File: config.mk
export PLATFORM = sky130hd
export DESIGN_NAME = paddle_engine
export DESIGN_NICKNAME = d
export VERILOG_FILES = /design/src/rtl/brick_pkg.sv /design/src/rtl/rect_scanner.sv /design/src/rtl/paddle_engine.sv
export SDC_FILE = /design/constraint.sdc
export NUM_CORES = 1
export LEC_CHECK = 0
export CORE_MARGIN = 3
export CORE_UTILIZATION = 40
export DETAILED_ROUTE_END_ITERATION = 10
export SETUP_SLACK_MARGIN = 0.15
export SKIP_CTS_REPAIR_TIMING = 1
export SLEW_MARGIN = 20
export SYNTH_ARGS = -nofsm -noshare
export SYNTH_HDL_FRONTEND = slang
export SYNTH_SLANG_ARGS = --single-unit
File: constraint.sdc
create_clock -name clk -period 3.1 [get_ports clk]
set_clock_uncertainty 0.1 [all_clocks]
set_input_delay 0.31 -clock clk [delete_from_list [all_inputs] [get_ports clk]]
set_output_delay 0.31 -clock clk [all_outputs]
set_load 0.05 [all_outputs]
File: src/rtl/brick_pkg.sv
// Shared constants for the BrickBreaker VGA datapath:
// screen geometry, colour palette and draw-engine state codes.
package brick_pkg;

    localparam int COORD_W = 10;
    localparam int SCR_W   = 160;
    localparam int SCR_H   = 120;

    localparam logic [2:0] C_BLACK   = 3'b000;
    localparam logic [2:0] C_BLUE    = 3'b001;
    localparam logic [2:0] C_GREEN   = 3'b010;
    localparam logic [2:0] C_CYAN    = 3'b011;
    localparam logic [2:0] C_RED     = 3'b100;
    localparam logic [2:0] C_MAGENTA = 3'b101;
    localparam logic [2:0] C_YELLOW  = 3'b110;
    localparam logic [2:0] C_WHITE   = 3'b111;

    typedef logic [2:0] state_t;

    localparam state_t S_IDLE  = 3'd0;
    localparam state_t S_ERASE = 3'd1;
    localparam state_t S_MOVE  = 3'd2;
    localparam state_t S_DRAW  = 3'd3;
    localparam state_t S_DONE  = 3'd4;

endpackage

File: src/rtl/rect_scanner.sv
// Row-major W x H pixel offset counter with clear, advance and last flag.
// Shared by the paddle, brick and ball erase/draw engines.
module rect_scanner #(
    parameter int W  = 20,
    parameter int H  = 2,
    parameter int XW = (W > 1) ? $clog2(W) : 1,
    parameter int YW = (H > 1) ? $clog2(H) : 1
) (
    input  logic          clk,
    input  logic          reset_i,
    input  logic          clr_i,
    input  logic          adv_i,
    output logic [XW-1:0] qx_o,
    output logic [YW-1:0] qy_o,
    output logic          last_o
);

    logic [XW-1:0] qx_q, qx_d;
    logic [YW-1:0] qy_q, qy_d;
    logic          x_end, y_end;

    assign x_end  = (qx_q == XW'(W - 1));
    assign y_end  = (qy_q == YW'(H - 1));
    assign last_o = x_end && y_end;
    assign qx_o   = qx_q;
    assign qy_o   = qy_q;

    always_comb begin
        qx_d = qx_q;
        qy_d = qy_q;
        if (clr_i) begin
            qx_d = '0;
            qy_d = '0;
        end else if (adv_i) begin
            if (x_end) begin
                qx_d = '0;
                qy_d = y_end ? '0 : qy_q + 1'b1;
            end else begin
                qx_d = qx_q + 1'b1;
            end
        end
    end

    always_ff @(posedge clk) begin
        if (reset_i) begin
            qx_q <= '0;
            qy_q <= '0;
        end else begin
            qx_q <= qx_d;
            qy_q <= qy_d;
        end
    end

endmodule

File: src/rtl/paddle_engine.sv
// Paddle mover/renderer: erases the old footprint, clamps and commits
// the new left edge, then redraws it through the VGA write port.
module paddle_engine #(
    parameter int         COORD_W   = 10,
    parameter int         PAD_W     = 20,
    parameter int         PAD_H     = 2,
    parameter int         SPEED     = 1,
    parameter int         X_MAX     = 159,
    parameter int         X_INIT    = 32,
    parameter int         Y_POS     = 64,
    parameter logic [2:0] FG_COLOUR = 3'b100,
    parameter logic [2:0] BG_COLOUR = 3'b000
) (
    input  logic               clk,
    input  logic               reset,
    input  logic               left,
    input  logic               right,
    input  logic               enable,
    input  logic               draw,
    output logic [COORD_W-1:0] x,
    output logic [COORD_W-1:0] y,
    output logic [2:0]         colour,
    output logic               writeEn,
    output logic               busy,
    output logic               done,
    output logic [COORD_W-1:0] pad_x
);

    import brick_pkg::*;

    localparam int XW  = (PAD_W > 1) ? $clog2(PAD_W) : 1;
    localparam int YW  = (PAD_H > 1) ? $clog2(PAD_H) : 1;
    localparam int CW1 = COORD_W + 1;

    localparam logic [COORD_W:0] SPD = CW1'(SPEED);
    localparam logic [COORD_W:0] LIM = CW1'(X_MAX - PAD_W + 1);

    state_t               state_q, state_d;
    logic [COORD_W-1:0]   pad_x_q, pad_x_d;
    logic [COORD_W-1:0]   tgt_q, tgt_d;
    logic                 drawn_q, drawn_d;

    logic [COORD_W:0]     dec, inc;
    logic [COORD_W-1:0]   left_x, right_x, new_x;
    logic                 go_l, go_r, scan, last;
    logic [XW-1:0]        qx;
    logic [YW-1:0]        qy;

    // One spare bit catches underflow on the left and overshoot on the right.
    assign dec     = {1'b0, pad_x_q} - SPD;
    assign inc     = {1'b0, pad_x_q} + SPD;
    assign left_x  = dec[COORD_W] ? '0 : dec[COORD_W-1:0];
    assign right_x = (inc > LIM) ? LIM[COORD_W-1:0] : inc[COORD_W-1:0];

    assign go_l  = enable && left && !right;
    assign go_r  = enable && right && !left;
    assign new_x = go_l ? left_x : (go_r ? right_x : pad_x_q);

    assign scan = (state_q == S_ERASE) || (state_q == S_DRAW);

    rect_scanner #(
        .W (PAD_W),
        .H (PAD_H),
        .XW(XW),
        .YW(YW)
    ) u_scan (
        .clk    (clk),
        .reset_i(reset),
        .clr_i  (!scan),
        .adv_i  (scan),
        .qx_o   (qx),
        .qy_o   (qy),
        .last_o (last)
    );

    always_comb begin
        state_d = state_q;
        pad_x_d = pad_x_q;
        tgt_d   = tgt_q;
        drawn_d = drawn_q;
        unique case (state_q)
            S_IDLE: begin
                if (draw) begin
                    tgt_d   = new_x;
                    state_d = (drawn_q && new_x != pad_x_q) ? S_ERASE : S_MOVE;
                end
            end
            S_ERASE: if (last) state_d = S_MOVE;
            S_MOVE: begin
                pad_x_d = tgt_q;
                state_d = S_DRAW;
            end
            S_DRAW: begin
                if (last) begin
                    drawn_d = 1'b1;
                    state_d = S_DONE;
                end
            end
            S_DONE:  state_d = S_IDLE;
            default: state_d = S_IDLE;
        endcase
    end

    always_ff @(posedge clk) begin
        if (reset) begin
            state_q <= S_IDLE;
            pad_x_q <= COORD_W'(X_INIT);
            tgt_q   <= COORD_W'(X_INIT);
            drawn_q <= 1'b0;
        end else begin
            state_q <= state_d;
            pad_x_q <= pad_x_d;
            tgt_q   <= tgt_d;
            drawn_q <= drawn_d;
        end
    end

    assign x       = scan ? pad_x_q + COORD_W'(qx) : pad_x_q;
    assign y       = scan ? COORD_W'(Y_POS) + COORD_W'(qy) : COORD_W'(Y_POS);
    assign colour  = (state_q == S_ERASE) ? BG_COLOUR : FG_COLOUR;
    assign writeEn = scan;
    assign busy    = (state_q != S_IDLE);
    assign done    = (state_q == S_DONE);
    assign pad_x   = pad_x_q;

endmodule

==> summary.txt, run 1 <==
=================================================================================
Static power due to leakage                                               1.23 nW
WL/cell                                                                   16.5 um
HPWL after detailed placement                                             5550 um
Detailed Route Iter0 Violations                                               223
Largest net degree at the start of global routing                              16
Clock net sink count                                                           30
Endpoint of the most critical register-to-register path              state_q[1]$_SDFFE_PP0P_
Wire length of the first global-routing pass                             12100 um
Number of global-route vias before repair                                    2337
Worst IR drop on VDD                                                     0.203 mV
Met2 Track Usage GR                                                         31.8%
Average instance area after synthesis                                    7.17 um2
Relative slew slack                                                         63.7%
Commonest cells after routing, fill and taps aside                   57 x sky130_fd_sc_hd__nand2_1, 28 x sky130_fd_sc_hd__nor2_1, 27 x sky130_fd_sc_hd__buf_4, 26 x sky130_fd_sc_hd__dfxtp_1, 24 x sky130_fd_sc_hd__clkdlybuf4s50_1
GPL Wtd Cong                                                                0.976
Endpoint arrival time on the critical path                                2990 ps
Top-level port count                                                           42
Actual slew at the worst max-slew pin                                      542 ps
Clock-pin slew on the worst setup and hold paths                            70 ps
Total power consumption of the routed design                              1.29 mW
Worst-path cell chain                                                ha_1, buf_4, nand3_1, nand2_1, a221o_1, a21bo_2, a21oi_1, a2111oi_4, a2111o_1, nor2b_1
Count of antenna diodes in the layout                                           0
Register-to-register path setup slack                                      210 ps
Worst Hold Class                                                       reg -> reg
Total CTS buffers                                                               5
Number of flops mapped to enable cells by yosys                                 0
Setup crit end kind                                                     flip-flop
Power density normalized to cell area                                  410 mW/mm2
Final setup violating endpoints                                                 0
Remaining Overflow, GRT                                                         0
Classification of the worst setup path                                 reg -> reg
Source-to-sink clock delay at the later pin of the worst-skew pair         300 ps
Number of different library cells in the post-synthesis netlist                59
Met1 usage                                                                  30.1%
Clock root cell                                                      sky130_fd_sc_hd__clkbuf_8
Synth Instances                                                               343
Count of yosys warnings during synthesis                                        0
Instance count along the most critical hold path                                2
CP Max Fanout                                                                   9
Register area share after synthesis                                         24.4%
Startpoint of the worst-slack reg-to-reg timing path                 pad_x[0]$_SDFFE_PP0N_
Fmax                                                                      346 MHz
Post-route design area                                                0.00315 mm2
Fill cell count                                                               577
Clock buffer depth                                                              2
Final ANT Viol Nets                                                             0
Met3 Usage GRT                                                              3.73%
P&R area growth vs syn                                                      28.0%
Cell area after placement                                             0.00297 mm2
Required time of the worst setup path                                     3200 ps
Total number of H-tree levels                                                   2
Final hold vios                                                                 0
CTS tree                                                                     done
Total track usage                                                           21.3%
Status                                                                  completed
Synth Register Bits                                                            30
Worst-case hold slack                                                      354 ps
Number of input and output port buffers inserted                               30
Most common library cell in the layout ignoring fill and taps        sky130_fd_sc_hd__nand2_1
Final Slew Violations                                                           0
Average via count per standard cell                                          5.76
Layout cells sized above 1                                                  14.9%
Reg2Reg Depth                                                                  10
Initial antenna violation count                                                 0
Net total in the final layout                                                 397
Die width                                                                 84.4 um
Drt pass-1 iters                                                                5
Routed Wire Length                                                        7470 um
Unrepaired setup endpoints after global routing                              true
Number of max-cap violations                                                    0
Startpoint Class                                                        flip-flop
Critical-path top delay cell                                         sky130_fd_sc_hd__a221o_1
Final Cycle Share                                                           93.2%
Maximum single-stage delay on the critical path                            420 ps
Die Area                                                              0.00713 mm2
Worst hold path startpoint                                           tgt_q[3]$_SDFFE_PP0P_
DRC violations left                                                             0
FFs w/ async S/R, synth                                                        0%
Die height                                                                84.4 um
Post-Syn Area                                                         0.00246 mm2
Fraction of the core area covered by cells at the end of the flow           54.8%
Synth Flop Type                                                      sky130_fd_sc_hd__dfxtp_1
Area of the core                                                      0.00574 mm2
Row count                                                                      27
Capture endpoint of the worst hold path                              pad_x[3]$_SDFFE_PP0N_
Total via count in the routed design                                         2617
Time the final worst path needs with I/O delays and setup                 2890 ps
Sequential cell area in the final layout                                  608 um2
Area taken by multi-input logic gates                                 0.00173 mm2
Starting density of the core                                                42.8%
Final-layout setup total negative slack                                      0 ps
Most Crowded Layer GR                                                        met2
=================================================================================
-- through the flow --
| step | worst slack [ps] | cells |
|---|---|---|
| 4_1_cts | 25.0 | 454 |
| 6_report | 212 | 454 |
| 3_3_place_gp | 218 | 446 |
| 3_5_place_dp | 204 | 446 |
| 5_1_grt | 81.6 | 454 |
| 2_1_floorplan | 156 | 352 |
-- per-layer routing --
layer	routed length [um]	part of all wire, %
met2	3230	43
met4	149	2.0
met1	3510	47
met3	575	7.7
met5	0	0
-- report_power, final --
part / total [mW] / switching [mW] / internal [mW]
Combinational: 0.340 / 0.221 / 0.118
Clock: 0.520 / 0.177 / 0.343
Sequential: 0.431 / 0.0257 / 0.405
Total: 1.29 / 0.425 / 0.867
-- logic make-up (layout without fill, tap and decap cells) --
family | after synthesis | count (layout) | synth area share [%]
simple gates | 156 | 156 | 31.2
fa+ha+maj | 10 | 10 | 5.39
flops | 30 | 30 | 24.4
buf+inv | 44 | 74 | 9.00
compound gates | 83 | 83 | 23.2
mux | 1 | 1 | 0.407
xor+xnor | 17 | 17 | 6.05
other cells | 2 | 11 | 0.305
-- area by class of cell --
cell class	count	area share (%)
Clock buffer	6	2.62
Multi-Input combinational cell	278	54.8
Sequential cell	30	19.3
Tap cell	72	2.86
Timing Repair Buffer	56	17.2
Inverter	10	1.19
Clock inverter	2	1.91
-- Yosys cell counts, types with 3 or more instances --
cell | instances | share of area (%)
sky130_fd_sc_hd__a211oi_1 | 7 | 2.1
sky130_fd_sc_hd__a21o_1 | 4 | 1.2
sky130_fd_sc_hd__a21oi_1 | 21 | 4.3
sky130_fd_sc_hd__a31oi_1 | 4 | 1.0
sky130_fd_sc_hd__and2_1 | 4 | 1.0
sky130_fd_sc_hd__and3_1 | 5 | 1.3
sky130_fd_sc_hd__buf_2 | 9 | 1.8
sky130_fd_sc_hd__buf_4 | 12 | 3.7
sky130_fd_sc_hd__clkbuf_1 | 13 | 2.0
sky130_fd_sc_hd__dfxtp_1 | 30 | 24
sky130_fd_sc_hd__ha_1 | 9 | 4.6
sky130_fd_sc_hd__inv_1 | 10 | 1.5
sky130_fd_sc_hd__nand2_1 | 57 | 8.7
sky130_fd_sc_hd__nand2b_1 | 5 | 1.3
sky130_fd_sc_hd__nand3_1 | 12 | 2.4
sky130_fd_sc_hd__nand3b_1 | 6 | 1.8
sky130_fd_sc_hd__nand4_1 | 5 | 1.3
sky130_fd_sc_hd__nor2_1 | 29 | 4.4
sky130_fd_sc_hd__nor2b_1 | 5 | 1.3
sky130_fd_sc_hd__nor3_1 | 13 | 2.6
sky130_fd_sc_hd__o211ai_1 | 5 | 1.5
sky130_fd_sc_hd__o21a_1 | 5 | 1.5
sky130_fd_sc_hd__o21ai_0 | 13 | 2.6
sky130_fd_sc_hd__o221ai_1 | 3 | 1.1
sky130_fd_sc_hd__or3_1 | 3 | 0.76
sky130_fd_sc_hd__xnor2_1 | 8 | 2.8
sky130_fd_sc_hd__xor2_1 | 9 | 3.2
-- flip-flops by register name, summed over array words and instances (netlist names) --
signal and flops:
drawn_q 1, pad_x 10, state_q 3, tgt_q 10
u_scan.qx_o 5, u_scan.qy_o 1
-- worst max path at each step --
stage | from | slack, ps | end | cells after the start
2_1_floorplan | pad_x[1]$_SDFFE_PP0N_ | 160 | state_q[0]$_SDFFE_PP0P_ | 12
3_3_place_gp | right | 220 | state_q[0]$_SDFFE_PP0P_ | 9
3_5_place_dp | right | 200 | state_q[0]$_SDFFE_PP0P_ | 9
4_1_cts | pad_x[0]$_SDFFE_PP0N_ | 30 | x[8] | 11
5_1_grt | pad_x[0]$_SDFFE_PP0N_ | 80 | x[8] | 11
6_report | pad_x[0]$_SDFFE_PP0N_ | 210 | state_q[1]$_SDFFE_PP0P_ | 10
-- critical path, delay by kind of cell (launching register included) --
family / cells / cell delay [ps]
AOI/OAI and AO/OA: 5 / 1510
adders and majority gates: 1 / 210
buffers and inverters: 1 / 160
and+or+nand+nor: 3 / 430
DFF: 1 / 390
No activity file was read; power rests on OpenSTA's default activity.
==> run 2: changes to the inputs <==
CORE_UTILIZATION = 54   (was 40)
PLACE_DENSITY = 0.81   (was unset)
==> run 2 against run 1 <==
Sequential share of layout area is 0.25 points higher. First-iteration DRC count down 19%. Maximum frequency is 0.29% higher. Critical path depth increased by 1. Non-clock buffer count increased by 7. Sequential power about the same. Global-route usage rose by 9.4 points. Sequential cell count did not move. Final area down 0.87%. Largest cell class unchanged.
==> summary.txt, run 2 (synthesis gave the netlist of run 1 again) <==
=================================================================================
Status                                                                  completed
Startpoint Class                                                        flip-flop
Die width                                                                 73.5 um
Time the final worst path needs with I/O delays and setup                 2880 ps
Power density normalized to cell area                                  350 mW/mm2
Routed metal-1 wire length                                                3320 um
Number of global-route vias before repair                                    2530
Instance count along the most critical hold path                                1
Startpoint of the worst-slack reg-to-reg timing path                 pad_x[6]$_SDFFE_PP0N_
Remaining Overflow, GRT                                                         0
Average via count per standard cell                                          6.15
Clock root cell                                                      sky130_fd_sc_hd__clkbuf_8
Clock net sink count                                                           30
Crit. Startpoint                                                     pad_x[1]$_SDFFE_PP0N_
Setup crit end kind                                                    output pin
Cell count after placement                                                    426
Required time of the worst setup path                                     2690 ps
Number of max-cap violations                                                    0
Static power due to leakage                                               1.26 nW
Drt pass-1 iters                                                                5
Endpoint of the most critical register-to-register path              state_q[1]$_SDFFE_PP0P_
Row count                                                                      23
Final ANT Viol Nets                                                             0
Largest net degree at the start of global routing                              16
P&R area growth vs syn                                                      26.9%
Met2 Wirelength                                                           3750 um
Final setup violating endpoints                                                 0
End point of the critical path                                               x[8]
Register-to-register path setup slack                                      340 ps
Die height                                                                73.5 um
Most common library cell in the layout ignoring fill and taps        sky130_fd_sc_hd__nand2_1
Reg2Reg Depth                                                                   8
Number of input and output port buffers inserted                               30
Worst Hold Class                                                       reg -> reg
Total power consumption of the routed design                              1.09 mW
Die Area                                                              0.00540 mm2
Relative slew slack                                                         57.7%
Count of antenna diodes in the layout                                           0
Total track usage                                                           30.6%
Detailed Route Iter0 Violations                                               181
Top-level port count                                                           42
Final Cycle Share                                                           92.9%
Final hold vios                                                                 0
Net total in the final layout                                                 404
Total via count in the routed design                                         2695
WL/cell                                                                   17.9 um
Classification of the worst setup path                                 reg -> out
Metal3 WL                                                                  603 um
Commonest cells after routing, fill and taps aside                   57 x sky130_fd_sc_hd__nand2_1, 33 x sky130_fd_sc_hd__buf_4, 28 x sky130_fd_sc_hd__nor2_1, 26 x sky130_fd_sc_hd__dfxtp_1, 22 x sky130_fd_sc_hd__clkdlybuf4s50_1
Top routing layer in use                                                     met4
Worst IR drop on VDD                                                     0.334 mV
Initial antenna violation count                                                 0
Total number of H-tree levels                                                   2
Final Non-Filler Cells                                                        438
Unrepaired setup endpoints after global routing                              true
CTS tree                                                                     done
Layout cells sized above 1                                                  16.8%
GPL Wtd Cong                                                                0.962
Fmax                                                                      347 MHz
Wire length of the first global-routing pass                             12600 um
Total CTS buffers                                                               5
Clock-pin slew on the worst setup and hold paths                            70 ps
Clock buffer depth                                                              2
Actual slew at the worst max-slew pin                                      618 ps
CP Max Fanout                                                                   8
HPWL after detailed placement                                             5770 um
DRC violations left                                                             0
Final Slew Violations                                                           0
Area of the core                                                      0.00420 mm2
Source-to-sink clock delay at the later pin of the worst-skew pair         290 ps
Routed Wire Length                                                        7860 um
Endpoint arrival time on the critical path                                2470 ps
Starting density of the core                                                58.5%
Worst-case hold slack                                                      343 ps
=================================================================================
-- run 2: how the worst min path moves through the flow --
stage,start,endpoint
finish,u_scan.qx_o[0]$_SDFF_PP0_,u_scan.qx_o[0]$_SDFF_PP0_
global route,u_scan.qx_o[0]$_SDFF_PP0_,u_scan.qx_o[0]$_SDFF_PP0_
floorplan,tgt_q[0]$_SDFFE_PP0P_,pad_x[0]$_SDFFE_PP0N_
global placement,tgt_q[0]$_SDFFE_PP0P_,pad_x[0]$_SDFFE_PP0N_
CTS,tgt_q[3]$_SDFFE_PP0P_,pad_x[3]$_SDFFE_PP0N_
detailed placement,tgt_q[0]$_SDFFE_PP0P_,pad_x[0]$_SDFFE_PP0N_
-- run 2: critical path: stages, from the launching register on --
cell and delay, ps:
sky130_fd_sc_hd__dfxtp_4 390, sky130_fd_sc_hd__inv_1 60, sky130_fd_sc_hd__buf_4 150, sky130_fd_sc_hd__fa_1 450, sky130_fd_sc_hd__nor2b_1 130, sky130_fd_sc_hd__o21ai_0 100, sky130_fd_sc_hd__nand2b_1 120, sky130_fd_sc_hd__a21o_1 170
sky130_fd_sc_hd__nand3_4 110, sky130_fd_sc_hd__nor2_4 150, sky130_fd_sc_hd__xor2_4 180, sky130_fd_sc_hd__buf_12 150
-- run 2: area by class of cell --
class | instances | area (um2)
clock buffers | 5 | 68.8
clock inverters | 2 | 15.0
fillers | 355 | 1080
inverters | 10 | 37.5
multi-input cells | 278 | 1730
flip-flops and latches | 30 | 611
well taps | 50 | 62.6
repair buffers | 63 | 598
-- run 2: metrics by stage --
stage	worst slack, ps	setup TNS [ps]	util, %	cell area [um2]
after detailed placement	86.4	0	70.4	2960
after global placement	171	0	70.4	2960
final	221	0	74.3	3120
after CTS	-33.5	-35.6	72.4	3040
after floorplan	156	0	-	2520
after global routing	98.7	0	74.3	3120
-- run 2: where the power goes --
group / switching, mW / internal (mW)
Clock: 0.159 / 0.153
Sequential: 0.0263 / 0.405
Combinational: 0.228 / 0.120
Total: 0.414 / 0.678
-- run 2: metal layers --
layer,vias to the layer above,GRT usage [%]
met3,28,5.47
li1,1274,-
met4,0,10.5
met1,1241,39.6
met2,152,51.0
met5,-,0
==> run 3: changes to the inputs <==
CORE_UTILIZATION = 53   (was 54)
PLACE_DENSITY = 0.8   (was 0.81)
SYNTH_HIERARCHICAL = 1   (was unset)
==> run 3 against run 2 <==
Register-to-register slack better by 220 ps. Routed wire length down 17%. First-iteration DRC count up 13%. Sequential share of layout area up 1.0 points. Worst setup slack better by 88 ps. Final area down 5.7%. Clock-buffer cell count up 2. Clock power up 7.4%. Sequential cell count unchanged.
==> summary.txt, run 3 <==
============================================================================================
Count of yosys warnings during synthesis                                                   6
Synth Register Bits                                                                       30
Wire length of the first global-routing pass                                        10200 um
Power density normalized to cell area                                             476 mW/mm2
CP Max Fanout                                                                             13
GPL Wtd Cong                                                                           0.981
Final Slew Violations                                                                      0
Classification of the worst setup path                                            reg -> out
WL/cell                                                                              16.1 um
Clock buffer depth                                                                         2
Area fraction of the dominant cell type after synthesis                                25.1%
Die Area                                                                         0.00535 mm2
Reg2Reg Depth                                                                              7
Main combinational cell family by area after synthesis                          simple AND/OR/NAND/NOR gates
Time the final worst path needs with I/O delays and setup                            2790 ps
Top-level port count                                                                      42
Remaining Overflow, GRT                                                                    0
Register-to-register path setup slack                                                 560 ps
Static power due to leakage                                                          1.10 nW
Most common library cell in the layout ignoring fill and taps                   sky130_fd_sc_hd__nand2_1
Actual slew at the worst max-slew pin                                                 651 ps
Final setup violating endpoints                                                            0
Number of input and output port buffers inserted                                          30
Mux cell area share after synthesis                                                   0.994%
Clock-pin slew on the worst setup and hold paths                                       70 ps
Post-synthesis compound-gate area fraction                                             22.3%
Startpoint Class                                                                   flip-flop
Basic-gate share of the synthesized area counting and, or, nand and nor cells          29.8%
Endpoint arrival time on the critical path                                           2380 ps
Die width                                                                            73.2 um
Total via count in the routed design                                                    2444
Total track usage                                                                      24.7%
Main area contributors after synthesis                                          sky130_fd_sc_hd__dfxtp_1 25%, sky130_fd_sc_hd__nand2_1 8.6%, sky130_fd_sc_hd__ha_1 4.7%
Clock net sink count                                                                      30
Average instance area after synthesis                                               7.27 um2
Register area share after synthesis                                                    25.1%
Total number of H-tree levels                                                              2
Final ANT Viol Nets                                                                        0
Detailed Route Iter0 Violations                                                          205
Capture endpoint of the worst hold path                                         pad_x[7]$_SDFFE_PP0N_
Post-synthesis adder-cell area fraction                                                5.55%
Initial antenna violation count                                                            0
Post-Synth XOR/XNOR Area                                                               6.23%
Number of max-cap violations                                                               0
HPWL after detailed placement                                                        4680 um
Post-Syn Area                                                                    0.00239 mm2
Worst hold path startpoint                                                      tgt_q[7]$_SDFFE_PP0P_
Status                                                                             completed
Dominant cell by count in the synthesized netlist                               sky130_fd_sc_hd__nand2_1
Synth Flop Type                                                                 sky130_fd_sc_hd__dfxtp_1
Area of the core                                                                 0.00417 mm2
Worst-case hold slack                                                                 350 ps
Fmax                                                                                 358 MHz
Startpoint of the worst-slack reg-to-reg timing path                            pad_x[4]$_SDFFE_PP0N_
Most used standard cells in the synthesized netlist                             55 x sky130_fd_sc_hd__nand2_1, 30 x sky130_fd_sc_hd__dfxtp_1, 26 x sky130_fd_sc_hd__nor2_1, 22 x sky130_fd_sc_hd__a21oi_1, 16 x sky130_fd_sc_hd__o21ai_0
Row count                                                                                 23
DRC violations left                                                                        0
Die height                                                                           73.2 um
Unrepaired setup endpoints after global routing                                        false
Final Non-Filler Cells                                                                   405
P&R area growth vs syn                                                                 23.1%
Worst IR drop on VDD                                                                0.314 mV
Worst Hold Class                                                                  reg -> reg
Number of different library cells in the post-synthesis netlist                           62
Total CTS buffers                                                                          5
Final hold vios                                                                            0
Starting density of the core                                                           57.3%
Drt pass-1 iters                                                                           5
Setup crit end kind                                                               output pin
FFs w/ async S/R, synth                                                                   0%
Net total in the final layout                                                            370
Number of flops mapped to enable cells by yosys                                            0
Instance count along the most critical hold path                                           2
Relative slew slack                                                                    56.6%
Largest area contributor in the netlist                                         sky130_fd_sc_hd__dfxtp_1
Cell count after placement                                                               394
Count of antenna diodes in the layout                                                      0
Endpoint of the most critical register-to-register path                         state_q[1]$_SDFFE_PP0P_
Clock root cell                                                                 sky130_fd_sc_hd__clkbuf_8
Layout cells sized above 1                                                             13.0%
Number of global-route vias before repair                                               2141
Final Cycle Share                                                                      90.0%
Routed Wire Length                                                                   6510 um
Synth Instances                                                                          329
Source-to-sink clock delay at the later pin of the worst-skew pair                    290 ps
Largest net degree at the start of global routing                                         20
Required time of the worst setup path                                                2690 ps
Commonest cells after routing, fill and taps aside                              55 x sky130_fd_sc_hd__nand2_1, 27 x sky130_fd_sc_hd__dfxtp_1, 25 x sky130_fd_sc_hd__nor2_1, 22 x sky130_fd_sc_hd__a21oi_1, 21 x sky130_fd_sc_hd__clkdlybuf4s50_1
Average via count per standard cell                                                     6.03
CTS tree                                                                                done
============================================================================================
-- run 3: how the worst max path moves through the flow --
stage	cells past startpoint	start	endpoint	slack, ps
final	10	pad_x[1]$_SDFFE_PP0N_	x[8]	310
after global routing	10	u_scan/qx_o[1]$_SDFFE_PP0P_	x[9]	140
after CTS	10	pad_x[1]$_SDFFE_PP0N_	x[8]	30
after detailed placement	10	pad_x[1]$_SDFFE_PP0N_	x[8]	340
after global placement	10	pad_x[1]$_SDFFE_PP0N_	x[8]	410
after floorplan	4	state_q[0]$_SDFFE_PP0P_	x[3]	-30
-- run 3: per-layer routing --
layer / wire [um] / global-route usage, % / vias up
met1: 2830 / 34.0 / 1119
met4: 149 / 11.7 / 0
li1: - / - / 1181
met3: 590 / 5.65 / 17
met5: 0 / 0 / -
met2: 2940 / 36.0 / 127
-- run 3: report_power, final --
part	internal [mW]	switching [mW]	leakage (nW)	total, mW
sequential	0.423	0.0502	0.246	0.474
combinational	0.203	0.390	0.809	0.593
clock	0.179	0.156	0.0482	0.335
total	0.806	0.596	1.10	1.40
-- run 3: through the flow --
step / power (mW) / TNS (ps) / setup slack (ps) / utilization (%) / cell area (um2)
floorplan: 0.896 / -62.4 / -32.4 / - / 2470
global placement: 1.05 / 0 / 408 / 67.2 / 2810
detailed placement: 1.06 / 0 / 342 / 67.2 / 2810
CTS: 1.39 / 0 / 26.6 / 69.4 / 2900
global route: 1.47 / 0 / 142 / 70.6 / 2940
finish: 1.40 / 0 / 309 / 70.6 / 2940
-- run 3: cells by family (layout without fill, tap and decap cells) --
family          after synthesis  count (layout)
mux                           2               2
fa+ha+maj                    10              10
compound gates               81              81
buf+inv                      45              62
flops                        30              30
xor+xnor                     17              17
other cells                   2              11
simple gates                142             142
-- run 3: critical path, cell delays in order, from the launching register on --
cell and delay [ps]:
sky130_fd_sc_hd__dfxtp_4 420, sky130_fd_sc_hd__inv_1 120, sky130_fd_sc_hd__fa_1 480, sky130_fd_sc_hd__nor2b_1 120
sky130_fd_sc_hd__o21ai_0 80, sky130_fd_sc_hd__nand2b_1 110, sky130_fd_sc_hd__a21o_1 170, sky130_fd_sc_hd__nand3_4 130
sky130_fd_sc_hd__nor2_4 150, sky130_fd_sc_hd__xnor2_2 140, sky130_fd_sc_hd__buf_12 170
-- run 3: cell type report --
type / count / area [um2]
Timing Repair Buffer: 43 / 488
Fill cell: 334 / 1230
Clock inverter: 1 / 5.00
Sequential cell: 30 / 607
Clock buffer: 7 / 86.3
Tap cell: 50 / 62.6
Multi-Input combinational cell: 263 / 1650
Inverter: 11 / 41.3
